`config.mk`:
```
export PLATFORM = sky130hd
export DESIGN_NAME = mips_stim_sequencer
export DESIGN_NICKNAME = d
export VERILOG_FILES = /design/src/rtl/mips_stim_sequencer.sv
export SDC_FILE = /design/constraint.sdc
export NUM_CORES = 1
export LEC_CHECK = 0
export BUFFER_PORTS_ARGS = -buffer_cell sky130_fd_sc_hd__buf_4
export CAP_MARGIN = 20
export CORE_AREA = 2 2 83 77
export CTS_CLUSTER_DIAMETER = 50
export CTS_CLUSTER_SIZE = 24
export DETAILED_ROUTE_END_ITERATION = 7
export DIE_AREA = 0 0 85 79
export PLACE_DENSITY_LB_ADDON = 0.25
export SKIP_LAST_GASP = 1
export SYNTH_ARGS = -nofsm -noshare
export SYNTH_HDL_FRONTEND = slang
export SYNTH_SLANG_ARGS = --single-unit
```
`constraint.sdc`:
```
create_clock -name clk -period 3.71 [get_ports clk]
set_input_delay 0.742 -clock clk [delete_from_list [all_inputs] [get_ports clk]]
set_output_delay 0.742 -clock clk [all_outputs]
set_load 0.01 [all_outputs]
```
`src/rtl/mips_stim_sequencer.sv`:
```
// mips_stim_sequencer: CPU reset/run window sequencer with per-channel held interrupt requests.
// Ports: clk (clock), rst (sync, active-low), trig[N_INT] (interrupt requests),
//        int_ack[N_INT] (CPU acknowledges), cpu_rst (active-high CPU reset),
//        int_out[N_INT] (level interrupts, bit 0 = int0), running, done (sticky),
//        cycle_cnt[CW] (RUN clocks), ack_cnt[CW] (saturating acknowledged-interrupt count).
// Optional: define STIM_AUTO_INT_EN to make channel 0 self-fire every INT_PERIOD RUN clocks.
module mips_stim_sequencer #(
    parameter int N_INT = 4,
    parameter int RST_CYCLES = 4,
    parameter int RUN_CYCLES = 1000,
    parameter int CW = 16,
    parameter logic [N_INT-1:0] INT_MASK = '1
`ifdef STIM_AUTO_INT_EN
    , parameter int INT_PERIOD = 100
`endif
) (
    input  logic             clk,
    input  logic             rst,
    input  logic [N_INT-1:0] trig,
    input  logic [N_INT-1:0] int_ack,
    output logic             cpu_rst,
    output logic [N_INT-1:0] int_out,
    output logic             running,
    output logic             done,
    output logic [CW-1:0]    cycle_cnt,
    output logic [CW-1:0]    ack_cnt
);
    localparam int HW = RST_CYCLES > 1 ? $clog2(RST_CYCLES) : 1;
    typedef enum logic [1:0] {HOLD, RUN, DONE} state_t;
    state_t state, nxt;
    logic [HW-1:0] hold_cnt;
    logic [N_INT-1:0] pend, ack_q, set;
    logic [CW:0] pop, sum;
    logic [CW-1:0] ack_nxt;
    logic auto_fire;
`ifdef STIM_AUTO_INT_EN
    localparam int AW = INT_PERIOD > 2 ? $clog2(INT_PERIOD) : 1;
    logic [AW-1:0] auto_cnt;
    always_ff @(posedge clk) begin
        if (!rst)
            auto_cnt <= '0;
        else if (state == HOLD && nxt == RUN)
            auto_cnt <= AW'(INT_PERIOD - 1);
        else if (state == RUN)
            auto_cnt <= auto_fire ? AW'(INT_PERIOD - 1) : auto_cnt - 1'b1;
    end
    assign auto_fire = state == RUN && auto_cnt == '0;
`else
    assign auto_fire = 1'b0;
`endif
    always_ff @(posedge clk) begin
        if (!rst)
            state <= HOLD;
        else
            state <= nxt;
    end
    always_comb begin
        nxt = state;
        nxt = state == HOLD ? ((RST_CYCLES == 0 || hold_cnt == HW'(RST_CYCLES - 1)) ? RUN : HOLD)
            : state == RUN  ? (cycle_cnt == CW'(RUN_CYCLES - 1) ? DONE : RUN)
            : DONE;
    end
    always_comb begin
        cpu_rst = state != RUN;
        running = state == RUN;
        done    = state == DONE;
        int_out = pend;
    end
    // Only acks against a pending request count; a same-cycle trig re-arms the channel.
    always_comb begin
        ack_q = int_ack & pend;
        set = trig & INT_MASK;
        set[0] = set[0] | (auto_fire & INT_MASK[0]);
        pop = '0;
        for (int i = 0; i < N_INT; i++)
            pop = pop + (CW + 1)'(ack_q[i]);
        sum = {1'b0, ack_cnt} + pop;
        ack_nxt = sum[CW] ? '1 : sum[CW-1:0];
    end
    always_ff @(posedge clk) begin
        if (!rst) begin
            hold_cnt  <= '0;
            cycle_cnt <= '0;
            ack_cnt   <= '0;
            pend      <= '0;
        end else begin
            hold_cnt  <= state == HOLD ? hold_cnt + 1'b1 : hold_cnt;
            cycle_cnt <= state == RUN ? cycle_cnt + 1'b1 : cycle_cnt;
            ack_cnt   <= state == RUN ? ack_nxt : ack_cnt;
            // Pending requests are dropped on the edge that freezes the CPU.
            pend      <= (state == RUN && nxt == RUN) ? ((pend & ~ack_q) | set) : '0;
        end
    end
endmodule

```
==> flow_summary.yaml, run 1 <==
run_status:
  outcome: "finished clean"
global_routing:
  grt_pass1_vias: 1653
  grt.overflow.total: 0
  gr-usage-all-layers_pct: 13.8
  grt_pass1_wl_um: 7480
  grt_max_degree: 30
  antenna_found_initial: 0
sta:
  setup_viol: 0
  timing.final.crit_period_ps: 3070
  fin_worst_skew_ps: 10.2
  hold_viol: 0
  finalCritPeriodShare_pct: 82.7
  finalSetupTns_ps: 0
  fmaxAchievable_mhz: 326
  slew_headroom_pct: 36.6
  grt_setup_unrepaired: "no"
  setup_slack_ps: 643
  drv_slew: 0
  worst_slew_pin_slew_ps: 950
clock_network:
  insertion_delay_ps: 300
  hold_buffers: 0
  clk_pin_slew_ps: 80
  numCtsBuffers: 5
  htree_levels: 2
  clockBufferDepth: 2
  clock_sinks: 40
  ctsResizeCount: 0
  cts_setup_buffers: 0
  root_buffer: "clkbuf_8"
  cts_tree: "built"
cells_and_area:
  fin_nets: 286
  fin_area_um2: 2520
  num_antenna_cells: 0
  n_fill_cell: 611
  synthToLayoutAreaGrowth_pct: 26.6
  drive_gt1_share_pct: 24.4
  final_util_pct: 42.6
route:
  route.met3.wl_um: 217
  ant_nets: 0
  via_count: 1728
  wl_per_cell_um: 13.0
  top_layer: "met4"
  drc: 0
  drt-met1-wl_um: 2170
  routed_wl_um: 4470
  drtPass1Iterations: 4
  route.met2.wl_um: 2030
  drtIter0Drc: 73
  vias_per_cell: 5.04
synth:
  synthTopCellsByCount: "40 x dfxtp_1, 19 x nor2_1, 18 x nand2_1"
  netlist_area_um2: 1990
  syn_inst: 222
  yosysMostFrequentCell: "dfxtp_1"
  synth_area_leaders: "dfxtp_1 40%, xnor2_1 4.8%, a21oi_1 3.8%"
  synth_warnings: 0
  ys_ff_latch: 40
  yosysSeqAreaShare_pct: 40.3
  synth-edff-count: 0
  synthFlopType: "dfxtp_1"
  netlist.area_leader.share_pct: 40.3
  synth.avg_cell_area_um2: 8.95
  synth_largest_area_cell: "dfxtp_1"
  ys_types: 45
  synthArstFlopShare_pct: 0
  syn_nets: 238
power_and_ir_drop:
  leakagePower_nw: 1.07
  power.density_nw_per_um2: 350
  power.total_mw: 0.882
  irDropWorstVdd_mv: 0.198
critical_path:
  startpoint: "int_ack[0]"
  critical_path_class: "in2reg"
  start_kind: "input pin"
  cp.arrival_ps: 3280
  ff2ff_path_depth: 10
  r2r-start: "int_out[0]$_SDFF_PN0_"
  end_kind: "flip-flop"
  r2r_slack_ps: 890
  r2r-end: "ack_cnt[9]$_SDFFE_PN0P_"
  cp_max_fo: 9
  required_ps: 3920
floorplan:
  core_area_um2: 5910
  die_area_um2: 6720
  fp.dieH_um: 79
  die_x_um: 85
  pin_count: 49
  initial_utilization_pct: 33.6
  row_count: 27
place:
  place.gp.congestion: 0.760
  io_buffers: 48
  postPlaceCellArea_um2: 2400
  dpl.hpwl_um: 3210
  place_ws_ps: 307
job:
  drv_cap: 0
hold_path:
  holdPathEnd: "hold_cnt[1]$_SDFFE_PN0P_"
  hp-start: "hold_cnt[1]$_SDFFE_PN0P_"
  hold_path.class: "reg2reg"
  min_path_cells: 2
==> where the power goes <==
group,leakage (nW),switching (mW),total [mW],internal [mW]
Combinational,0.695,0.0327,0.0618,0.0291
Clock,0.0548,0.167,0.370,0.203
Sequential,0.323,0.0109,0.450,0.439
==> final cells by class <==
type	count	area [um^2]	area share, %
repair buffers	48	360	14.3
clock inverters	3	46.3	1.84
inverters	10	37.5	1.49
well taps	72	90.1	3.58
flip-flops and latches	40	801	31.8
multi-input cells	165	1110	44.2
clock buffers	5	68.8	2.73
==> worst max-delay path by stage <==
stage / end / depth (start not counted)
final: ack_cnt[9]$_SDFFE_PN0P_ / 11
after detailed placement: ack_cnt[12]$_SDFFE_PN0P_ / 11
after global placement: ack_cnt[12]$_SDFFE_PN0P_ / 11
after global routing: ack_cnt[8]$_SDFFE_PN0P_ / 11
after CTS: ack_cnt[9]$_SDFFE_PN0P_ / 11
after floorplan: ack_cnt[12]$_SDFFE_PN0P_ / 10
==> cell families (layout without fill, tap and decap cells) <==
family	count (synthesis)	in the layout	share of synthesized area (%)
and+or+nand+nor	105	105	30.5
AOI/OAI and AO/OA	31	31	10.1
buffers and inverters	17	66	3.72
xor gates and xnor gates	17	17	7.49
DFF	40	40	40.3
muxes	6	6	3.02
adders and majority gates	6	6	4.91
==> through the flow <==
stage | cells | hold WS [ps]
6_report | 343 | 495
5_1_grt | 343 | 535
4_1_cts | 343 | 499
3_5_place_dp | 335 | 487
3_3_place_gp | 335 | 467
2_1_floorplan | 222 | 457
==> worst max-delay path: stages <==
cell      delay [ps]
buf_4            110
and2_1           160
fa_1             500
inv_1             50
fa_1             440
inv_1             80
fa_1             200
nand3b_4         120
nor4_4           450
nand2_2          230
a31oi_1          190
==> sequential cells by signal (all words and copies together), names as in the netlist <==
register   count
int_out        4
state          2
ack_cnt       16
hold_cnt       2
cycle_cnt     16
==> placed cells by master, fill, tap and decap left out, types with 6 or more instances in the layout <==
| master | instances |
|---|---|
| buf_4 | 48 |
| xnor2_1 | 11 |
| nand3_1 | 11 |
| xor2_1 | 6 |
| nand2_1 | 18 |
| inv_1 | 10 |
| nor2_1 | 19 |
| a21oi_1 | 15 |
| dfxtp_1 | 40 |
| mux2i_1 | 6 |
| nor3_1 | 13 |
==> per-layer routing <==
| layer | global-route usage (%) | up-vias |
|---|---|---|
| li1 | - | 882 |
| met1 | 16.9 | 807 |
| met2 | 22.3 | 35 |
| met3 | 4.99 | 4 |
| met4 | 5.40 | 0 |
| met5 | 0 | - |
Power figures use the tool's default switching activity.
==> inputs of run 2 (changes only) <==
clock period = 3.2 ns   (was 3.71 ns; I/O delays follow)
==> run 2 against run 1 <==
Compared with the run above: die area unchanged; sequential power increased by 16%; largest cell class unchanged; critical path depth increased by 1; clock skew decreased by 2.9 ps; first-iteration DRC count decreased by 6.8%; routed wire length decreased by 1.7%; critical path type unchanged.
==> flow_summary.yaml, run 2 (synthesized netlist as in run 1, its figures left out) <==
floorplan:
  die_area_um2: 6720
  die_x_um: 85
  initial_utilization_pct: 33.6
  pin_count: 49
  core_area_um2: 5910
  fp.dieH_um: 79
  row_count: 27
route:
  wl_per_cell_um: 12.7
  drtIter0Drc: 68
  routed_wl_um: 4390
  drc: 0
  via_count: 1720
  drtPass1Iterations: 4
  ant_nets: 0
  vias_per_cell: 4.99
sta:
  hold_viol: 0
  worst_slew_pin_slew_ps: 901
  fmaxAchievable_mhz: 354
  finalSetupTns_ps: 0
  drv_slew: 0
  grt_setup_unrepaired: "no"
  timing.final.crit_period_ps: 2820
  slew_headroom_pct: 39.8
  setup_slack_ps: 379
  fin_worst_skew_ps: 7.36
  setup_viol: 0
  finalCritPeriodShare_pct: 88.2
cells_and_area:
  final_util_pct: 42.8
  num_antenna_cells: 0
  multiInputGateArea_um2: 1110
  final_cell_mix: "50 x buf_4, 40 x dfxtp_1, 19 x nor2_1, 18 x nand2_1, 15 x a21oi_1"
  fin_nets: 288
  synthToLayoutAreaGrowth_pct: 27.2
  drive_gt1_share_pct: 24.9
  ff_latch_area_um2: 801
  final_common_cell: "buf_4"
  n_fill_cell: 577
critical_path:
  cp.arrival_ps: 3040
  r2r-start: "int_out[0]$_SDFF_PN0_"
  cpPeakStageDelay_ps: 500
  cp_slowest_cell: "fa_1"
  ff2ff_path_depth: 11
  r2r-end: "ack_cnt[12]$_SDFFE_PN0P_"
  path_buf_inv: 4
  cp_top_family: "adder cells"
  start_kind: "input pin"
  required_ps: 3420
  critical_path_class: "in2reg"
  r2r_slack_ps: 510
  end_kind: "flip-flop"
  cp_max_fo: 8
  cpMostUsedCell: "fa_1"
  crit_chain: "buf_4 > and2_1 > fa_1 > inv_1 > fa_1 > inv_1 > fa_1 > nand3b_4 > nor4_4 > buf_4 > a31oi_1 > a311oi_2"
clock_network:
  hold_buffers: 0
  cts_setup_buffers: 0
  numCtsBuffers: 5
  clockBufferDepth: 2
  clock_sinks: 40
  ctsResizeCount: 0
  cts_tree: "built"
  insertion_delay_ps: 310
  root_buffer: "clkbuf_8"
  htree_levels: 2
  clk_pin_slew_ps: 80
power_and_ir_drop:
  pwr-share-clk_pct: 41.6
  pwr-share-seq_pct: 51.4
  switching_power_mw: 0.241
  leakagePower_nw: 1.08
  p_int_mw: 0.773
  power.density_nw_per_um2: 401
  irDropWorstVdd_mv: 0.203
  netSwitchingFraction_pct: 23.8
  p_comb_share_pct: 7.1
hold_path:
  holdPathEnd: "hold_cnt[1]$_SDFFE_PN0P_"
  hp-start: "hold_cnt[1]$_SDFFE_PN0P_"
  min_path_cells: 2
  hold_path.class: "reg2reg"
place:
  place.gp.congestion: 0.776
  place_ws_ps: 36.6
  dpl.hpwl_um: 3120
  io_buffers: 48
global_routing:
  antenna_found_initial: 0
  gr-usage-all-layers_pct: 13.6
  grt_pass1_vias: 1580
  grt_max_degree: 30
  grt.overflow.total: 0
  grt_pass1_wl_um: 7270
run_status:
  outcome: "finished clean"
job:
  drv_cap: 0
## run 2: cell types whose count changed in the layout (fill, tap and decap cells not counted)
cell / previous run / this run
buf_4: 48 / 50
inv_6: 1 / 0
clkinv_2: 0 / 1
## run 2: worst max path at each step
stage	startpoint	endpoint	slack [ps]	cells after the start
finish	int_ack[0]	ack_cnt[12]$_SDFFE_PN0P_	380	12
detailed placement	int_ack[0]	ack_cnt[12]$_SDFFE_PN0P_	40	12
floorplan	int_ack[0]	ack_cnt[12]$_SDFFE_PN0P_	200	10
CTS	int_ack[0]	ack_cnt[12]$_SDFFE_PN0P_	370	12
global placement	int_ack[0]	ack_cnt[12]$_SDFFE_PN0P_	50	12
global route	int_ack[0]	ack_cnt[12]$_SDFFE_PN0P_	210	12
## run 2: power by group through the flow
| stage | Clock, mW | Combinational [mW] | Sequential, mW |
|---|---|---|---|
| 6_report | 0.422 | 0.0716 | 0.521 |
| 5_1_grt | 0.463 | 0.0832 | 0.523 |
| 4_1_cts | 0.434 | 0.0733 | 0.521 |
| 3_5_place_dp | 0 | 0.0736 | 0.533 |
| 3_3_place_gp | 0 | 0.0719 | 0.533 |
| 2_1_floorplan | 0 | 0.0500 | 0.530 |
## run 2: layout make-up
class / count / share of cell area [%]
multi-input cells: 165 / 44.0
flip-flops and latches: 40 / 31.7
repair buffers: 50 / 14.9
well taps: 72 / 3.56
clock buffers: 5 / 2.72
clock inverters: 3 / 1.68
inverters: 10 / 1.49
## run 2: metrics by stage
step / hold WS (ps) / power [mW] / area (um^2) / cells
after CTS: 488 / 1.03 / 2530 / 345
after detailed placement: 475 / 0.607 / 2420 / 337
after global placement: 467 / 0.605 / 2420 / 337
after floorplan: 457 / 0.580 / 1990 / 222
final: 488 / 1.01 / 2530 / 345
after global routing: 503 / 1.07 / 2530 / 345
## run 2: worst reg2reg max path, delay by kind of cell (launching register included)
| family | cells | cell delay, ps |
|---|---|---|
| adder cells (fa/ha/maj) | 3 | 1130 |
| buffers and inverters | 3 | 310 |
| AO/OA/AOI/OAI | 2 | 340 |
| flip-flops | 1 | 330 |
| AND/OR/NAND/NOR | 3 | 490 |
## run 2: per-layer routing
metal / vias up / part of all wire (%) / GRT usage, %
li1: 891 / - / -
met5: - / 0 / 0
met1: 789 / 49 / 18.0
met3: 5 / 5.1 / 3.74
met4: 0 / 1.5 / 6.19
met2: 35 / 44 / 20.8
